File: src/rtl/add_result_buffer_if.sv
// Handshake and status bundle between the 16-bit CLA adder, the result
// buffer and its consumer / sequencer.
//   slave  : the buffer side (add_result_buffer).
//   master : the environment side (adder producer plus consumer).
interface add_result_buffer_if #(
    parameter int DATA_W = 16,
    parameter int CNT_W  = 8
);
    // Producer side.
    logic              in_valid;
    logic              in_ready;
    logic [DATA_W-1:0] z_in;
    logic              sign_in;
    logic              zero_in;
    logic              carry_in;
    logic              parity_in;
    logic              overflow_in;

    // Consumer side.
    logic              out_valid;
    logic              out_ready;
    logic [DATA_W-1:0] z_out;
    logic [4:0]        flags_out;

    // Condition evaluation and overflow bookkeeping.
    logic [2:0]        cond_sel;
    logic              cond_true;
    logic              clr_sticky;
    logic              sticky_ovf;
    logic [CNT_W-1:0]  ovf_count;

    modport slave (
        input  in_valid, z_in, sign_in, zero_in, carry_in, parity_in, overflow_in,
        output in_ready,
        output out_valid, z_out, flags_out,
        input  out_ready,
        input  cond_sel, clr_sticky,
        output cond_true, sticky_ovf, ovf_count
    );

    modport master (
        output in_valid, z_in, sign_in, zero_in, carry_in, parity_in, overflow_in,
        input  in_ready,
        input  out_valid, z_out, flags_out,
        output out_ready,
        output cond_sel, clr_sticky,
        input  cond_true, sticky_ovf, ovf_count
    );
endinterface

File: src/rtl/add_result_buffer.sv
// Result buffer behind the 16-bit carry-look-ahead adder.
// Two-entry skid buffer (head + tail) with valid/ready handshake, sticky
// overflow flag, saturating overflow counter and a condition-code evaluator
// on the head entry.
// Optional build macro ADD_RESULT_SATURATE_EN: clamps overflowed sums to the
// signed extreme and rebuilds sign/zero/parity for the clamped value.
// Flag vector layout, MSB first: {sign, zero, carry, parity, overflow}.
module add_result_buffer #(
    parameter int DATA_W = 16,
    parameter int CNT_W  = 8
) (
    input logic               clk,
    input logic               rst,
    add_result_buffer_if.slave bus
);

    localparam int FLAG_W = 5;
    localparam int F_SIGN = 4;
    localparam int F_ZERO = 3;
    localparam int F_CARRY = 2;
    localparam int F_PAR  = 1;
    localparam int F_OVF  = 0;

    localparam logic [CNT_W-1:0] CNT_MAX = {CNT_W{1'b1}};

    typedef enum logic [1:0] {
        EMPTY = 2'd0,
        ONE   = 2'd1,
        FULL  = 2'd2
    } occ_t;

    occ_t                state_q, state_d;

    logic [DATA_W-1:0]   head_z_q, head_z_d;
    logic [FLAG_W-1:0]   head_f_q, head_f_d;
    logic [DATA_W-1:0]   tail_z_q, tail_z_d;
    logic [FLAG_W-1:0]   tail_f_q, tail_f_d;

    logic                sticky_q, sticky_d;
    logic [CNT_W-1:0]    cnt_q, cnt_d;

    logic                push;
    logic                pop;
    logic                ovf_push;
    logic [DATA_W-1:0]   in_z;
    logic [FLAG_W-1:0]   in_f;

`ifdef ADD_RESULT_SATURATE_EN
    // Clamp an overflowed sum to the signed extreme the true result lies past:
    // a negative-looking wrap (sign=1) came from pos+pos, so clamp to max
    // positive; a positive-looking wrap came from neg+neg, so clamp to min.
    // Flags are rebuilt for the clamped value; carry and overflow are kept.
    function automatic logic [DATA_W+FLAG_W-1:0] sat_entry(
        input logic [DATA_W-1:0] z,
        input logic [FLAG_W-1:0] f
    );
        logic [DATA_W-1:0] zc;
        logic [FLAG_W-1:0] fc;
        zc = z;
        fc = f;
        if (f[F_OVF]) begin
            zc = f[F_SIGN] ? {1'b0, {(DATA_W-1){1'b1}}} : {1'b1, {(DATA_W-1){1'b0}}};
            fc[F_SIGN] = zc[DATA_W-1];
            fc[F_ZERO] = 1'b0;
            fc[F_PAR]  = ~^zc;
        end
        return {zc, fc};
    endfunction
`endif

    // Handshake decode: both flags come straight from the state register.
    assign bus.in_ready  = (state_q != FULL);
    assign bus.out_valid = (state_q != EMPTY);
    assign push          = bus.in_valid & bus.in_ready;
    assign pop           = bus.out_valid & bus.out_ready;

    assign bus.z_out      = head_z_q;
    assign bus.flags_out  = head_f_q;
    assign bus.sticky_ovf = sticky_q;
    assign bus.ovf_count  = cnt_q;

    // Shape the incoming entry into the form that gets stored.
    always_comb begin
        in_z = bus.z_in;
        in_f = {bus.sign_in, bus.zero_in, bus.carry_in, bus.parity_in, bus.overflow_in};
`ifdef ADD_RESULT_SATURATE_EN
        {in_z, in_f} = sat_entry(bus.z_in, in_f);
`endif
    end

    // Occupancy next-state and head/tail steering.
    always_comb begin
        state_d  = state_q;
        head_z_d = head_z_q;
        head_f_d = head_f_q;
        tail_z_d = tail_z_q;
        tail_f_d = tail_f_q;
        case (state_q)
            EMPTY: begin
                if (push) begin
                    state_d  = ONE;
                    head_z_d = in_z;
                    head_f_d = in_f;
                end
            end
            ONE: begin
                if (push && pop) begin
                    // Head leaves and the new entry takes its place.
                    head_z_d = in_z;
                    head_f_d = in_f;
                end else if (push) begin
                    state_d  = FULL;
                    tail_z_d = in_z;
                    tail_f_d = in_f;
                end else if (pop) begin
                    // Head keeps the last popped entry on display.
                    state_d = EMPTY;
                end
            end
            FULL: begin
                if (pop) begin
                    state_d  = ONE;
                    head_z_d = tail_z_q;
                    head_f_d = tail_f_q;
                end
            end
            default: state_d = EMPTY;
        endcase
    end

    // Sticky overflow and saturating event counter; a same-cycle event
    // beats the clear.
    always_comb begin
        ovf_push = push & in_f[F_OVF];
        sticky_d = sticky_q;
        cnt_d    = cnt_q;
        if (bus.clr_sticky) begin
            sticky_d = ovf_push;
            cnt_d    = ovf_push ? {{(CNT_W-1){1'b0}}, 1'b1} : '0;
        end else if (ovf_push) begin
            sticky_d = 1'b1;
            if (cnt_q != CNT_MAX) begin
                cnt_d = cnt_q + 1'b1;
            end
        end
    end

    // Condition code on the head entry, masked when nothing is valid.
    always_comb begin
        logic c;
        case (bus.cond_sel)
            3'd0:    c = 1'b1;
            3'd1:    c = head_f_q[F_ZERO];
            3'd2:    c = ~head_f_q[F_ZERO];
            3'd3:    c = head_f_q[F_CARRY];
            3'd4:    c = head_f_q[F_SIGN];
            3'd5:    c = head_f_q[F_OVF];
            3'd6:    c = head_f_q[F_PAR];
            3'd7:    c = (head_f_q[F_SIGN] == head_f_q[F_OVF]);
            default: c = 1'b0;
        endcase
        bus.cond_true = bus.out_valid & c;
    end

    // Control state and visible head entry, cleared asynchronously.
    always_ff @(posedge clk or posedge rst) begin
        if (rst) begin
            state_q  <= EMPTY;
            head_z_q <= '0;
            head_f_q <= '0;
            sticky_q <= 1'b0;
            cnt_q    <= '0;
        end else begin
            state_q  <= state_d;
            head_z_q <= head_z_d;
            head_f_q <= head_f_d;
            sticky_q <= sticky_d;
            cnt_q    <= cnt_d;
        end
    end

    // Tail slot is never observed unless FULL, so it carries no reset.
    always_ff @(posedge clk) begin
        tail_z_q <= tail_z_d;
        tail_f_q <= tail_f_d;
    end

endmodule

File: src/flat_wrapper.sv
// flat-port wrapper written by rule: the top's interface ports become plain ports
module add_result_buffer_flat 
#(
    parameter int DATA_W = 16,
    parameter int CNT_W  = 8
)
  (clk, rst, bus_in_valid, bus_z_in, bus_sign_in, bus_zero_in, bus_carry_in, bus_parity_in, bus_overflow_in, bus_in_ready, bus_out_valid, bus_z_out, bus_flags_out, bus_out_ready, bus_cond_sel, bus_clr_sticky, bus_cond_true, bus_sticky_ovf, bus_ovf_count);
  add_result_buffer_if #(.DATA_W(DATA_W), .CNT_W(CNT_W)) bus_i ();
  input logic clk;
  input logic rst;
  input wire logic [$bits(bus_i.in_valid)-1:0] bus_in_valid;
  input wire logic [$bits(bus_i.z_in)-1:0] bus_z_in;
  input wire logic [$bits(bus_i.sign_in)-1:0] bus_sign_in;
  input wire logic [$bits(bus_i.zero_in)-1:0] bus_zero_in;
  input wire logic [$bits(bus_i.carry_in)-1:0] bus_carry_in;
  input wire logic [$bits(bus_i.parity_in)-1:0] bus_parity_in;
  input wire logic [$bits(bus_i.overflow_in)-1:0] bus_overflow_in;
  output wire logic [$bits(bus_i.in_ready)-1:0] bus_in_ready;
  output wire logic [$bits(bus_i.out_valid)-1:0] bus_out_valid;
  output wire logic [$bits(bus_i.z_out)-1:0] bus_z_out;
  output wire logic [$bits(bus_i.flags_out)-1:0] bus_flags_out;
  input wire logic [$bits(bus_i.out_ready)-1:0] bus_out_ready;
  input wire logic [$bits(bus_i.cond_sel)-1:0] bus_cond_sel;
  input wire logic [$bits(bus_i.clr_sticky)-1:0] bus_clr_sticky;
  output wire logic [$bits(bus_i.cond_true)-1:0] bus_cond_true;
  output wire logic [$bits(bus_i.sticky_ovf)-1:0] bus_sticky_ovf;
  output wire logic [$bits(bus_i.ovf_count)-1:0] bus_ovf_count;
  assign bus_i.in_valid = bus_in_valid;
  assign bus_i.z_in = bus_z_in;
  assign bus_i.sign_in = bus_sign_in;
  assign bus_i.zero_in = bus_zero_in;
  assign bus_i.carry_in = bus_carry_in;
  assign bus_i.parity_in = bus_parity_in;
  assign bus_i.overflow_in = bus_overflow_in;
  assign bus_in_ready = bus_i.in_ready;
  assign bus_out_valid = bus_i.out_valid;
  assign bus_z_out = bus_i.z_out;
  assign bus_flags_out = bus_i.flags_out;
  assign bus_i.out_ready = bus_out_ready;
  assign bus_i.cond_sel = bus_cond_sel;
  assign bus_i.clr_sticky = bus_clr_sticky;
  assign bus_cond_true = bus_i.cond_true;
  assign bus_sticky_ovf = bus_i.sticky_ovf;
  assign bus_ovf_count = bus_i.ovf_count;
  add_result_buffer #(.DATA_W(DATA_W), .CNT_W(CNT_W)) u_core (.clk(clk), .rst(rst), .bus(bus_i));
endmodule
File: config.mk
export PLATFORM = sky130hd
export DESIGN_NAME = add_result_buffer_flat
export DESIGN_NICKNAME = d
export VERILOG_FILES = /design/src/rtl/add_result_buffer_if.sv /design/src/rtl/add_result_buffer.sv /design/src/flat_wrapper.sv
export SDC_FILE = /design/constraint.sdc
export NUM_CORES = 1
export LEC_CHECK = 0
export CAP_MARGIN = 20
export CORE_MARGIN = 2
export CORE_UTILIZATION = 43
export DETAILED_ROUTE_END_ITERATION = 8
export DONT_BUFFER_PORTS = 1
export GPL_TIMING_DRIVEN = 0
export PLACE_DENSITY = 0.55
export RECOVER_POWER = 50
export SYNTH_ARGS = -nofsm -noshare
export SYNTH_HDL_FRONTEND = slang
export SYNTH_SLANG_ARGS = --single-unit
File: constraint.sdc
create_clock -name clk -period 3 [get_ports clk]
set_clock_uncertainty 0.1 [all_clocks]
set_input_delay 0.6 -clock clk [delete_from_list [all_inputs] [get_ports clk]]
set_output_delay 0.6 -clock clk [all_outputs]
set_load 0.05 [all_outputs]
# Yosys cells after proc, flatten, opt, wreduce, memory -nomap -nowiden

Cells that the tools add are included.

Register bits: 53
Latch bits: 0
Memory bits (writable): 0
Memory bits (read-only): 0
Input port bits: 29
Output and inout port bits: 33
Logic and storage cells: 63
Memories: 0

$add $sub $neg: 1
Multiply operators: 0
Divide/modulo/power cells: 0
$lt $le $gt $ge: 0
Equality and inequality tests: 17
Shifts and indexed selects: 0
Muxes and demuxes: 21
Bitwise gates (word level): 6
Reductions and logical operators: 11

Operator list:

| kind                                                                    | number |
|---|---|
| 16-bit 2-to-1 mux                                                       | 3 |
| 16-bit one-hot mux with 3 select lines                                  | 1 |
| 8-bit 2-to-1 mux                                                        | 3 |
| 5-bit 2-to-1 mux                                                        | 3 |
| 5-bit one-hot mux with 3 select lines                                   | 1 |
| 3-bit == test, second input constant                                    | 4 |
| 2-bit 2-to-1 mux                                                        | 5 |
| 8-bit by 1-bit adder with 8-bit output, second input constant           | 1 |
| 8-bit inequality test, second input constant                            | 1 |
| 1-bit one-hot mux with 8 select lines                                   | 1 |
| 4-bit AND reduction                                                     | 2 |
| 3-bit by 2-bit == test with 1-bit output, second input constant         | 2 |
| 2-bit by 1-bit inequality test with 1-bit output, second input constant | 3 |
| 2-bit one-hot mux with 3 select lines                                   | 1 |
| 2-bit nonzero test                                                      | 3 |
| 1-bit AND                                                               | 4 |
| 2-bit inequality test, second input constant                            | 2 |
| 3-bit by 1-bit == test with 1-bit output, second input constant         | 1 |
| 3-bit zero test                                                         | 1 |
| 1-bit 2-to-1 mux                                                        | 3 |
| 3-bit by 1-bit inequality test with 1-bit output, second input constant | 1 |
| 3-bit AND reduction                                                     | 1 |
| 3-bit nonzero test                                                      | 1 |
| 2-bit by 1-bit == test with 1-bit output, second input constant         | 1 |
| other kinds (6)                                                         | 7 |

# Depth between registers and ports, before layout

Depth in word-level cells: 6
Gate-level depth with buffers: 7
Mapped depth without buffers: 5

# Worst setup path after synthesis

Ideal clock, no wire load.

Kind: reg2out
Start: register u_core.head_f_q[3] (netlist: u_core.bus.flags_out[3])
End: output port bus_cond_true
Arrival time: 1.832 ns
Path slack: 0.468 ns
Cell stages (with the launch flop): 5
Path buffers: 0
Path through: dfrtp_1 mux2_2 a211o_1 nand2_1 a21oi_1

Longest elaborated chain between the ends: 3

Ends and longest elaborated chain:

| what                                      | RTL line                 | text |
|---|---|---|
| start: declaration                        | add_result_buffer.sv:35  | `logic [FLAG_W-1:0] head_f_q, head_f_d;` |
| start signal: assignment                  | add_result_buffer.sv:170 | `head_f_q <= '0;` |
| start signal: assignment                  | add_result_buffer.sv:176 | `head_f_q <= head_f_d;` |
| 1-bit inverter                            | add_result_buffer.sv:154 | `3'd2: c = ~head_f_q[F_ZERO];` |
| 1-bit one-hot mux with 8 select lines (*) | add_result_buffer.sv:151 | `case (bus.cond_sel)` |
| 1-bit AND (*)                             | add_result_buffer.sv:162 | `bus.cond_true = bus.out_valid & c;` |
| end: declaration                          | flat_wrapper.sv:25       | `output wire logic [$bits(bus_i.cond_true)-1:0] bus_cond_true;` |

Every way passes the cells marked *; elsewhere a longest branch is shown, timed or not.

# Worst setup path in the final report

Start: register u_core.state_q[1]
End: output port bus_in_ready

Longest elaborated chain between the ends: 1

Ends and longest elaborated chain:

| what                     | RTL line                 | text |
|---|---|---|
| start: declaration       | add_result_buffer.sv:32  | `occ_t state_q, state_d;` |
| start signal: assignment | add_result_buffer.sv:174 | `state_q <= state_d;` |
| 2-bit inequality test    | add_result_buffer.sv:72  | `assign bus.in_ready = (state_q != FULL);` |
| end: declaration         | flat_wrapper.sv:18       | `output wire logic [$bits(bus_i.in_ready)-1:0] bus_in_ready;` |

No other way between the ends.

==> flow_summary_export.csv <==
group,metric,value,unit
setup_path,critPathMaxFanout,10,
sta,fmax,0.375,GHz
final_layout,num_antenna_cells,0,
sta,tns,0,ns
sta,rsz0062_at_grt,"false",
global_routing,grt-ovfl-total,0,
floorplan,start_util,0.448,
detailed_routing,wl_per_cell,16.6,µm
setup_path,cp.required,2.30,ns
synth,ys_types,32,
sta,drv_slew,0,
global_routing,grtUsageTotal,0.176,
setup_path,crit_arrival,1.97,ns
detailed_routing,drt_wl_total,4.90,mm
clocking,clockBufferDepth,2,
detailed_routing,via_per_inst,5.54,
synth,synth_area_per_cell,10.6,µm²
placed_design,dpl.hpwl,3.51,mm
synth,synth_top_area_frac,0.350,
sta,period_share,0.889,
setup_path,crit_chain,"nor2b_1, clkbuf_1, clkinv_2, clkbuf_1",
clocking,cts_tree,"done",
final_layout,drive_gt1_frac,0.0796,
floorplan,dieArea,5920,µm²
floorplan,num_rows,26,
min_path,hp-class,"in2async",
run,drv_cap,0,
global_routing,met1_usage,0.221,
setup_path,setup.worst_path.class,"reg2out",
pwr,power_density,811,nW/µm²
synth,ys.flop_type,"dfrtp_1",
global_routing,grt_pass1_vias,1662,
detailed_routing,ant_nets,0,
floorplan,fp.coreArea,5110,µm²
pwr,swShare,0.395,
pwr,p_comb_frac,0.135,
floorplan,die_w,76.9,µm
placed_design,place.gp.congestion,0.737,
synth,async_reset_ff_frac,0.604,
detailed_routing,drt_iter0_markers,96,
pwr,power_frac_seq,0.619,
detailed_routing,vias,1640,
sta,slew_headroom,0.168,
synth,syn-num-nets,246,
pwr,power.switching,0.803,mW
pwr,p_total,2.03,mW
setup_path,max_stage_delay,0.75,ns
status,outcome,"completed",
synth,synth_area_leaders,"dfrtp_1 35%, edfxtp_1 28%, nand2_1 7.7%",
global_routing,grt_pass1_wl,8.22,mm
sta,setup_violations,0,
pwr,peakVddDrop,0.361,mV
final_layout,fillerInstances,495,
pwr,clockPowerShare,0.246,
clocking,clk_latency,0.30,ns
final_layout,syn_to_final_growth,9.69,%
global_routing,use_met2,0.283,
setup_path,setup.worst_path.start_class,"register",
setup_path,end_kind,"output port",
synth,ys_seq_elements,53,
detailed_routing,drc_errors,0,
placed_design,post-place-cells,288,
synth,netlist_area,2290,µm²
final_layout,final_util,0.491,
global_routing,busiest_layer,"met2",
floorplan,ioPinCount,62,
clocking,clkTransAtPathRegs,0.09,ns
global_routing,grt_util_met3,0.0682,
pwr,power.internal,1.23,mW
detailed_routing,drt_first_pass_iters,4,
clocking,cts_buffers,5,
clocking,cts_num_sinks,53,
sta,final_hold_viol_count,0,
synth,ys_warn_count,0,
placed_design,io_buffers,0,
synth,syn_inst,216,
final_layout,fin_cells,296,
clocking,holdBufCountCts,0,
global_routing,antenna_found_initial,0,
clocking,cts-root-buf,"clkbuf_8",
synth,synth_most_common_cell,"nand2_1",
synth,synth_top_area_cell,"dfrtp_1",
synth,synth_edf_count,21,
synth,seq_area_frac_synth,0.626,
setup_path,critPathSlowestCell,"clkbuf_1",
final_layout,nNetsFinal,255,
setup_path,rrSetupSlack,0.81,ns
setup_path,crit_top_cell,"clkbuf_1",
floorplan,die_height,76.9,µm
synth,netlist_top_cells_count,"47 x nand2_1, 32 x dfrtp_1, 26 x nor2_1, 21 x a31oi_1, 21 x edfxtp_1",
clocking,htree_num_levels,2,
pwr,power_leakage,0.948,nW
global_routing,grt_max_degree,23,
sta,min_period,2.67,ns
sta,worstMarginPinSlew,1.25,ns
-- power groups by stage --
stage	combinational, mW	clock (mW)	sequential [mW]
6_report	0.274	0.500	1.26
5_1_grt	0.311	0.545	1.27
3_5_place_dp	0.281	0	1.28
4_1_cts	0.282	0.513	1.26
2_1_floorplan	0.225	0	1.25
3_3_place_gp	0.264	0	1.27
-- final timing paths --
path,from,endpoint,cells after the start
max,u_core.state_q[1],bus_in_ready,4
min,rst,u_core.bus.z_out[6],1
max reg2reg,u_core.state_q[1],u_core.bus.flags_out[1],6
min reg2reg,u_core.tail_z_q[2],u_core.bus.z_out[2],2
max in group asynchronous,rst,u_core.state_q[0],2
min in group clk,bus_out_ready,u_core.state_q[1],1
-- state kept, by name, indices dropped and copies added, names as in the netlist --
register               flops
u_core.bus.flags_out       5
u_core.bus.ovf_count       8
u_core.bus.sticky_ovf      1
u_core.bus.z_out          16
u_core.state_q             2
u_core.tail_f_q            5
u_core.tail_z_q           16
-- layout make-up --
type,instances,area [µm²],area share
sequential,53,1430,0.571
multi-input combinational,146,778,0.310
tap,70,87.6,0.0349
clock buffer,7,86.3,0.0344
buffer,13,58.8,0.0235
clock inverter,1,30.0,0.0120
timing repair buffer,2,18.8,0.00749
inverter,4,16.3,0.00649
-- metal layers --
metal / share of wire / vias to the layer above / wire, µm
met3: 0.096 / 6 / 469
met5: 0 / - / 0
met1: 0.42 / 787 / 2050
li1: - / 776 / -
met4: 0.0098 / 0 / 48
met2: 0.48 / 71 / 2330
-- critical path, delay by kind of cell (launching register included) --
| family | cells | cell delay (ns) |
|---|---|---|
| simple gates | 1 | 0.15 |
| buf+inv | 3 | 1.08 |
| flops | 1 | 0.44 |
-- per-stage QoR --
step | hold WS (ns) | setup slack [ns] | cell area [µm²]
floorplan | 0.401 | 0.468 | 2290
global placement | 0.409 | 0.154 | 2370
detailed placement | 0.420 | 0.364 | 2420
CTS | 0.109 | 0.0175 | 2530
global route | 0.0839 | 0.160 | 2510
finish | 0.0613 | 0.332 | 2510
-- logic make-up (layout without fill, tap and decap cells) --
logic type               Yosys count  count (layout)  synth area share
multiplexers                       4               4            0.0181
AO/OA/AOI/OAI                     44              44             0.119
adder cells (fa/ha/maj)            1               1           0.00547
flip-flops                        53              53             0.626
XOR/XNOR                           1               1           0.00383
AND/OR/NAND/NOR                   96              96             0.192
buffers and inverters             17              27            0.0361
-- cells in the final DEF (no fill, tap or decap) --
cell type,synthesis,routed
nand2_1,47,47
dfrtp_1,32,32
nor2_1,26,26
a31oi_1,21,21
edfxtp_1,21,21
clkbuf_1,8,11
a21oi_1,11,10
clkbuf_8,0,6
o31ai_1,5,5
or4_1,5,5
nor2b_1,5,4
nand2b_1,3,3
o21ai_0,3,3
inv_1,3,3
nand3_1,3,3
mux2i_1,3,3
buf_2,2,2
and4_1,2,2
a22o_1,1,1
clkinv_2,1,1
nand3_2,1,1
buf_6,2,1
buf_1,1,1
o311ai_0,1,1
nand3b_1,1,1
or3_4,1,1
nor4b_1,1,1
or2_2,1,1
nor2b_2,0,1
xnor2_1,1,1
mux2_2,1,1
a211o_1,1,1
a21oi_2,0,1
o22ai_1,1,1
ha_1,1,1
bufinv_16,0,1
buf_8,0,1
-- what timing repair did --
item,4_1_cts,5_1_grt
endpoints found under the setup margin,0,1
buffers inserted,0,0
resized for setup,0,1
hold endpoints to repair,0,0
Power figures use the tool's default switching activity.
